**config.mk**
```make
export PLATFORM = sky130hd
export DESIGN_NAME = branch_resolve_bht
export DESIGN_NICKNAME = d
export VERILOG_FILES = /design/src/rtl/branch_resolve_bht_pkg.sv /design/src/rtl/branch_resolve_bht_cond.sv /design/src/rtl/branch_resolve_bht.sv
export SDC_FILE = /design/constraint.sdc
export NUM_CORES = 1
export LEC_CHECK = 0
export CORE_UTILIZATION = 30
export CTS_CLUSTER_DIAMETER = 50
export DETAILED_ROUTE_END_ITERATION = 10
export GPL_TIMING_DRIVEN = 0
export SLEW_MARGIN = 20
export SYNTH_ARGS = -nofsm -noshare
export SYNTH_HDL_FRONTEND = slang
export SYNTH_SLANG_ARGS = --single-unit
export TNS_END_PERCENT = 100
```
**constraint.sdc**
```tcl
create_clock -name clk -period 4.5 [get_ports clk]
set_clock_uncertainty 0.15 [all_clocks]
set_input_delay 0.9 -clock clk [delete_from_list [all_inputs] [get_ports clk]]
set_output_delay 0.9 -clock clk [all_outputs]
set_load 0.005 [all_outputs]
```
**src/rtl/branch_resolve_bht_pkg.sv**
```systemverilog
// Shared MIPS branch definitions: opcode/rt encodings and BHT counter type.
package branch_defs;

    localparam logic [5:0] OP_REGIMM = 6'b000001;
    localparam logic [5:0] OP_BEQ    = 6'b000100;
    localparam logic [5:0] OP_BNE    = 6'b000101;
    localparam logic [5:0] OP_BLEZ   = 6'b000110;
    localparam logic [5:0] OP_BGTZ   = 6'b000111;

    localparam logic [4:0] RT_BLTZ   = 5'b00000;
    localparam logic [4:0] RT_BGEZ   = 5'b00001;
    localparam logic [4:0] RT_BLTZAL = 5'b10000;
    localparam logic [4:0] RT_BGEZAL = 5'b10001;

    // 2-bit saturating counter; bit 1 is the taken prediction
    typedef enum logic [1:0] {
        SNT = 2'b00,
        WNT = 2'b01,
        WT  = 2'b10,
        ST  = 2'b11
    } bht_ctr_t;

    // Saturating step toward the resolved direction
    function automatic bht_ctr_t ctr_next(input bht_ctr_t c, input logic taken);
        bht_ctr_t n;
        n = c;
        case (c)
            SNT:     n = taken ? WNT : SNT;
            WNT:     n = taken ? WT  : SNT;
            WT:      n = taken ? ST  : WNT;
            ST:      n = taken ? ST  : WT;
            default: n = WNT;
        endcase
        return n;
    endfunction

endpackage

```
**src/rtl/branch_resolve_bht_cond.sv**
```systemverilog
// Branch decode and condition evaluation for conditional MIPS branches.
module br_cond
    import branch_defs::*;
#(
    parameter int DATA_W = 32
) (
    input  logic [5:0]        op,
    input  logic [4:0]        rt,
    input  logic [DATA_W-1:0] a,
    input  logic [DATA_W-1:0] b,
    output logic              is_branch,
    output logic              cond,
    output logic              is_link
);

    logic s;
    logic z;

    assign s = a[DATA_W-1];
    assign z = (a == '0);

    // Decode opcode / REGIMM sub-opcode and evaluate the branch condition
    always_comb begin
        is_branch = 1'b0;
        cond      = 1'b0;
        is_link   = 1'b0;
        case (op)
            OP_BEQ: begin
                is_branch = 1'b1;
                cond      = (a == b);
            end
            OP_BNE: begin
                is_branch = 1'b1;
                cond      = (a != b);
            end
            OP_BLEZ: begin
                is_branch = 1'b1;
                cond      = s || z;
            end
            OP_BGTZ: begin
                is_branch = 1'b1;
                cond      = !s && !z;
            end
            OP_REGIMM: begin
                case (rt)
                    RT_BLTZ: begin
                        is_branch = 1'b1;
                        cond      = s;
                    end
                    RT_BGEZ: begin
                        is_branch = 1'b1;
                        cond      = !s;
                    end
                    RT_BLTZAL: begin
                        is_branch = 1'b1;
                        cond      = s;
                        is_link   = 1'b1;
                    end
                    RT_BGEZAL: begin
                        is_branch = 1'b1;
                        cond      = !s;
                        is_link   = 1'b1;
                    end
                    default: ;
                endcase
            end
            default: ;
        endcase
    end

endmodule

```
**src/rtl/branch_resolve_bht.sv**
```systemverilog
// Branch resolution unit: registered outcome/mispredict, 2-bit BHT, statistics.
module branch_resolve_bht
    import branch_defs::*;
#(
    parameter int DATA_W    = 32,
    parameter int BHT_DEPTH = 64,
    parameter int IDX_W     = $clog2(BHT_DEPTH),
    parameter int STAT_W    = 16
) (
    input  logic              clk,
    input  logic              rst_n,
    input  logic              stall,
    input  logic              flush,
    input  logic              valid_i,
    input  logic [31:0]       pc_i,
    input  logic [5:0]        op_i,
    input  logic [4:0]        rt_i,
    input  logic [DATA_W-1:0] a_i,
    input  logic [DATA_W-1:0] b_i,
    input  logic              pred_taken_i,
    input  logic [31:0]       fetch_pc_i,
    output logic              pred_taken_o,
    output logic              res_valid_o,
    output logic              res_taken_o,
    output logic              res_link_o,
    output logic              mispredict_o,
    output logic [STAT_W-1:0] br_count_o,
    output logic [STAT_W-1:0] mispred_count_o
);

    logic             is_branch;
    logic             cond;
    logic             is_link;
    logic             acc;
    logic             mispred;
    logic [IDX_W-1:0] upd_idx;
    logic [IDX_W-1:0] fetch_idx;
    bht_ctr_t         fetch_ctr;
    bht_ctr_t         bht [BHT_DEPTH];
    logic             unused_pc_bits;

    br_cond #(
        .DATA_W (DATA_W)
    ) u_cond (
        .op        (op_i),
        .rt        (rt_i),
        .a         (a_i),
        .b         (b_i),
        .is_branch (is_branch),
        .cond      (cond),
        .is_link   (is_link)
    );

    assign acc       = valid_i && is_branch && !stall && !flush;
    assign mispred   = (cond != pred_taken_i);
    assign upd_idx   = pc_i[IDX_W+1:2];
    assign fetch_idx = fetch_pc_i[IDX_W+1:2];

    // Fetch reads the array state before this edge's update (no bypass)
    assign fetch_ctr    = bht[fetch_idx];
    assign pred_taken_o = fetch_ctr[1];

    assign unused_pc_bits = ^{pc_i[31:IDX_W+2], pc_i[1:0],
                              fetch_pc_i[31:IDX_W+2], fetch_pc_i[1:0]};

    // Result registers: hold on stall, capture on accept, otherwise clear
    always_ff @(posedge clk or negedge rst_n) begin
        if (!rst_n) begin
            res_valid_o  <= 1'b0;
            res_taken_o  <= 1'b0;
            res_link_o   <= 1'b0;
            mispredict_o <= 1'b0;
        end else if (!stall) begin
            if (acc) begin
                res_valid_o  <= 1'b1;
                res_taken_o  <= cond;
                res_link_o   <= is_link;
                mispredict_o <= mispred;
            end else begin
                res_valid_o  <= 1'b0;
                res_taken_o  <= 1'b0;
                res_link_o   <= 1'b0;
                mispredict_o <= 1'b0;
            end
        end
    end

    // BHT: every entry weakly not-taken on reset, saturating train on accept
    always_ff @(posedge clk or negedge rst_n) begin
        if (!rst_n) begin
            for (int unsigned i = 0; i < BHT_DEPTH; i++) begin
                bht[i] <= WNT;
            end
        end else if (acc) begin
            bht[upd_idx] <= ctr_next(bht[upd_idx], cond);
        end
    end

    // Saturating branch and mispredict statistics
    always_ff @(posedge clk or negedge rst_n) begin
        if (!rst_n) begin
            br_count_o      <= '0;
            mispred_count_o <= '0;
        end else if (acc) begin
            if (br_count_o != '1) begin
                br_count_o <= br_count_o + 1'b1;
            end
            if (mispred && (mispred_count_o != '1)) begin
                mispred_count_o <= mispred_count_o + 1'b1;
            end
        end
    end

endmodule

```
# After elaboration in Yosys (flattened, before gate mapping)
# Cells that the tools add are included.
# op_classes
n_mux	25
div	0
n_shift	0
n_eq_ne	16
n_mul	0
add_sub_neg	2
order_cmp	3
bitwise	2
n_reduce_logical	21
# ops
operator	count
bitwise mux 128 bit	1
adder 16 x 1 -> 16 bit, second input constant	2
== test 32 bit	1
zero test 32 bit	1
inequality test 16 bit, second input constant	2
inequality test 32 bit	1
binary-select mux 2 bit (select 6 bit)	2
== test 6 x 3 -> 1 bit, second input constant	4
2-to-1 mux 2 bit	8
greater-or-equal comparator 7 bit, second input constant	2
NOT 6 -> 7 bit	2
demux 2 bit (select 6 bit)	1
== test 5 bit, second input constant	2
2-to-1 mux 1 bit	9
one-hot mux 2 bit (4 select lines)	1
OR reduction 4 bit	2
less-than comparator 7 x 1 -> 1 bit, second input constant	1
== test 6 x 1 -> 1 bit, second input constant	1
logical AND 1 bit	6
OR reduction 2 bit	3
== test 5 x 1 -> 1 bit, second input constant	1
zero test 5 bit	1
one-hot mux 1 bit (5 select lines)	1
== test 2 bit, second input constant	2
other kinds (7)	12
# totals
mem_bits_ro	0
n_memories	0
latchBits	0
inputBits	145
output_inout_bits	37
ramBits	0
ff_bits	164

# Depth between registers and ports, before layout
# Gate-level depths: netlist of the first run.
# depth
depth_word	9
ltp_mapped	13
depth_no_buf	9

# Cells and area by module
# From an unflattened synthesis of the first run, not the netlist that was laid out.
# unflattened
cells_unflattened	806
area_unflattened_um2	9073.7
# by_module_without_submodules
module	cells_per_inst	instances	seq_area_each_um2	area_each_um2
branch_resolve_bht	734	1	4184.0	8546.9
br_cond	72	1	0.0	526.8

# Least setup slack after synthesis of the first run
# OpenSTA, ideal clock, no wires.
# synth_path
path_kind	in2out
from	input fetch_pc_i[2]
to	output pred_taken_o
slack_ps	138
t_required_ps	3450
path_stages	5
arrival_ps	3312
path_cell_list	clkbuf_1 buf_1 mux4_2 mux4_2 mux4_2
# synth_between
elab_chain_len	4
# synth_lines
item	line_no	text
start: declaration	branch_resolve_bht.sv:21	input logic [31:0] fetch_pc_i,
NOT 6 -> 7 bit (implied by the code)	branch_resolve_bht.sv:60	assign fetch_ctr = bht[fetch_idx];
binary-select mux 2 bit (select 6 bit)	branch_resolve_bht.sv:60	
2-to-1 mux 2 bit (implied by the code) (2 in series)	branch_resolve_bht.sv:60	
end: declaration	branch_resolve_bht.sv:22	output logic pred_taken_o,
# No other way between the ends. The select of a mux whose other input is x is not followed.

# Worst setup path in the final report of the first run
# layout_path
from	input fetch_pc_i[3]
to	output pred_taken_o
# The elaborated chain is that of the path after synthesis.

==> results of run 1 <==
power by group through the flow:
| stage | combinational, mW | clock (mW) | sequential [mW] |
|---|---|---|---|
| global placement | 0.386 | 0 | 1.53 |
| detailed placement | 0.392 | 0 | 1.54 |
| global route | 0.423 | 1.65 | 1.51 |
| CTS | 0.394 | 1.59 | 1.51 |
| finish | 0.392 | 1.56 | 1.51 |
| floorplan | 0.194 | 0 | 1.53 |
final timing paths:
check / startpoint / cells past startpoint / endpoint / slack (ns)
worst max register to register: bht[122] / 9 / bht[21] / 1.41
min in group clk: res_taken_o / 2 / res_taken_o / 0.34
worst min register to register: res_taken_o / 2 / res_taken_o / 0.34
max in group asynchronous: rst_n / 2 / bht[124] / 2.99
worst min-delay path: rst_n / 1 / bht[69] / 0.29
worst max-delay path: fetch_pc_i[3] / 6 / pred_taken_o / 0.1
per-layer routing:
metal / up-vias / GRT usage, % / routed length (um)
li1: 3375 / - / -
met1: 3490 / 24.2 / 12000
met4: 4 / 5.44 / 519
met2: 303 / 28.0 / 12500
met3: 44 / 5.52 / 2270
met5: - / 0 / 26
flip-flops by register name, summed over array words and instances, names as in the netlist:
name,cells
mispred_count_o,16
res_valid_o,1
bht,128
res_taken_o,1
br_count_o,16
res_link_o,1
mispredict_o,1
through the flow:
| step | TNS, ns | setup WS, ns |
|---|---|---|
| detailed placement | -39.77 | -0.910 |
| floorplan | 0 | 0.138 |
| global route | 0 | 0.0194 |
| global placement | -632.99 | -4.54 |
| CTS | 0 | 0.0173 |
| finish | 0 | 0.0979 |
logic make-up (layout without fill, tap and decap cells):
family,count (synthesis),in the layout,share of synthesized area (%)
AND/OR/NAND/NOR,332,332,15.6
adder cells (fa/ha/maj),4,4,0.496
buffers and inverters,42,198,3.27
AO/OA/AOI/OAI,192,192,19.0
flip-flops,164,164,44.8
XOR/XNOR,63,63,5.91
multiplexers,61,61,10.9
synthesized netlist by cell type (all sizes together), types with 11 or more instances:
master  count  area [sq um]
nor4       18           113
xor2       45           394
mux4       31           706
a21oi     139          1370
mux2       12           135
dfstp      64          1680
o21ai      11          55.1
nor2      219           832
mux2i      18           180
nand2      24          90.1
xnor2      18           158
nand3      29           145
buf        27           238
dfrtp     100          2500
cell type report:
| type | count | area (sq um) | area share, % |
|---|---|---|---|
| sequential | 164 | 4180 | 35.6 |
| clock inverter | 10 | 146 | 1.24 |
| tap | 396 | 495 | 4.21 |
| inverter | 6 | 22.5 | 0.191 |
| timing repair buffer | 124 | 1270 | 10.8 |
| multi-input combinational | 652 | 4860 | 41.3 |
| clock buffer | 22 | 484 | 4.12 |
| buffer | 36 | 305 | 2.60 |
timing repair:
item / in CTS / in global routing
cloned: 0 / 0
endpoints found under the setup margin: 1 / 121
buffers inserted: 0 / 0
resized for setup: 10 / 5
==> impl_metrics.tcl, run 1 <==
set metrics [dict create \
    run_status "complete, no violations" \
    end_kind "output pin" \
    layout.cells.most_common_list "217 x nor2_1, 121 x clkdlybuf4s50_1, 100 x dfrtp_1, 79 x a21oi_1, 64 x dfstp_2" \
    yosys_warnings 0 \
    fin_area_sq_mm 0.0118 \
    crit_top_cell "mux4_2" \
    final_hold_viols 0 \
    grt_pass1_vias 7408 \
    mostFrequentLayoutCell "nor2_1" \
    route.detailed.drc 0 \
    wl_um 27400 \
    floorplan.core_area_sq_mm 0.0306 \
    async_flop_share_pct 100 \
    timing.setup.critical_path_class "input port to output pin" \
    fin_nets 1148 \
    slew_violations 0 \
    die_x_um 178 \
    synth_seq_cells 164 \
    grt_overflow 0 \
    drive_gt1_share_pct 24.0 \
    clock_path_buffers 2 \
    floorplan.initialDensity_pct 30.5 \
    timing.max_slew.rel_slack_pct 34.1 \
    final_cells 1410 \
    routabilityCongestion 0.904 \
    synthesis.nets 1005 \
    worst-endpoint-arrival_ns 3.35 \
    place.detailed.hpwl_um 19900 \
    clk-insertion-delay-late_ns 0.44 \
    worstPathCellList "clkbuf_2 > clkbuf_2 > mux4_2 > mux4_2 > mux4_2 > clkdlybuf4s50_1" \
    finalSetupViolCount 0 \
    clock_tree_from_tritoncts "built" \
    period_share_pct 97.8 \
    post-route-util_pct 38.5 \
    seq_area_frac_synth_pct 44.8 \
    floorplan.rows 64 \
    hold_buffers 0 \
    start_kind "input port" \
    critical-path-top-delay-family "multiplexers" \
    clock-sinks 164 \
    io_pins 182 \
    syn-mean-instance-area_sq_um 10.9 \
    fin_worst_hold_slack_ns 0.293 \
    finalWorstPathRequiredPeriod_ns 4.40 \
    synth_edf_count 0 \
    p_int_mw 2.61 \
    relative_contribution_of_combinational_cells_to_total_power_pct 11.3 \
    grt_antenna_before_repair 2 \
    largest_net_degree_at_the_start_of_global_routing 90 \
    grt_usage_pct 18.1 \
    route.vias.total 7216 \
    p_leak_nw 4.56 \
    worst_hold_path_type "input port to asynchronous set/reset pin" \
    power.switching_fraction_pct 24.7 \
    p_switching_uw 854 \
    timing.max_cap.violations 0 \
    numPortBuffers 123 \
    fill_cells 2966 \
    final_antenna_net_count 0 \
    clk_pin_slew_worst_paths_ns 0.07 \
    drt_iter0_drc 483 \
    power.density_cell_area_mw_per_mm2 294 \
    placedInstanceArea_sq_mm 0.0111 \
    worst-endpoint-required_ns 3.45 \
    ir_drop_uv 261 \
    place_inst 1378 \
    p_seq_share_pct 43.6 \
    floorplan_die_area_sq_mm 0.0318 \
    max_freq_ghz 0.227 \
    synth.distinct_cells 57 \
    dieHeight_um 178 \
    antenna-diode-count 0 \
    dr.pass1.iters 5 \
    worst-path-max-fanout 10 \
    combined_buffer_and_inverter_count_along_the_critical_path 3 \
    synth_top_flop_cell "dfrtp_1" \
    critical-path-slowest-cell "mux4_2" \
    post_synth_instance_area_sq_mm 0.00934 \
    post-layout-total-power_mw 3.46 \
    routedWlPerCell_um 19.4 \
    ctsRootBufferMaster "clkbuf_16" \
    routed_via_density 5.12 \
    clock_power_share_pct 45.1 \
    flow.area_growth_from_synthesis_pct 25.9 \
    synth_cells 858 \
    cts-buffers-inserted 17 \
    grt_first_pass_wirelength_um 42900 \
    h-tree-depth 4 \
    timing.critical_path.slowest_cell_delay_ns 0.53 \
    rsz0062_at_grt "false" \
    tightest_slew_ns 0.978 \
]
Power figures use the tool's default switching activity.
==> run 2: changes to the inputs <==
--- a/config.mk
+++ b/config.mk
@@ -5,6 +5,7 @@
 export SDC_FILE = /design/constraint.sdc
 export NUM_CORES = 1
 export LEC_CHECK = 0
+export CAP_MARGIN = 25
 export CORE_UTILIZATION = 30
 export CTS_CLUSTER_DIAMETER = 50
 export DETAILED_ROUTE_END_ITERATION = 10
==> results of run 2 <==
Same layout as run 1: the final DEF is identical, and so are final timing and power.
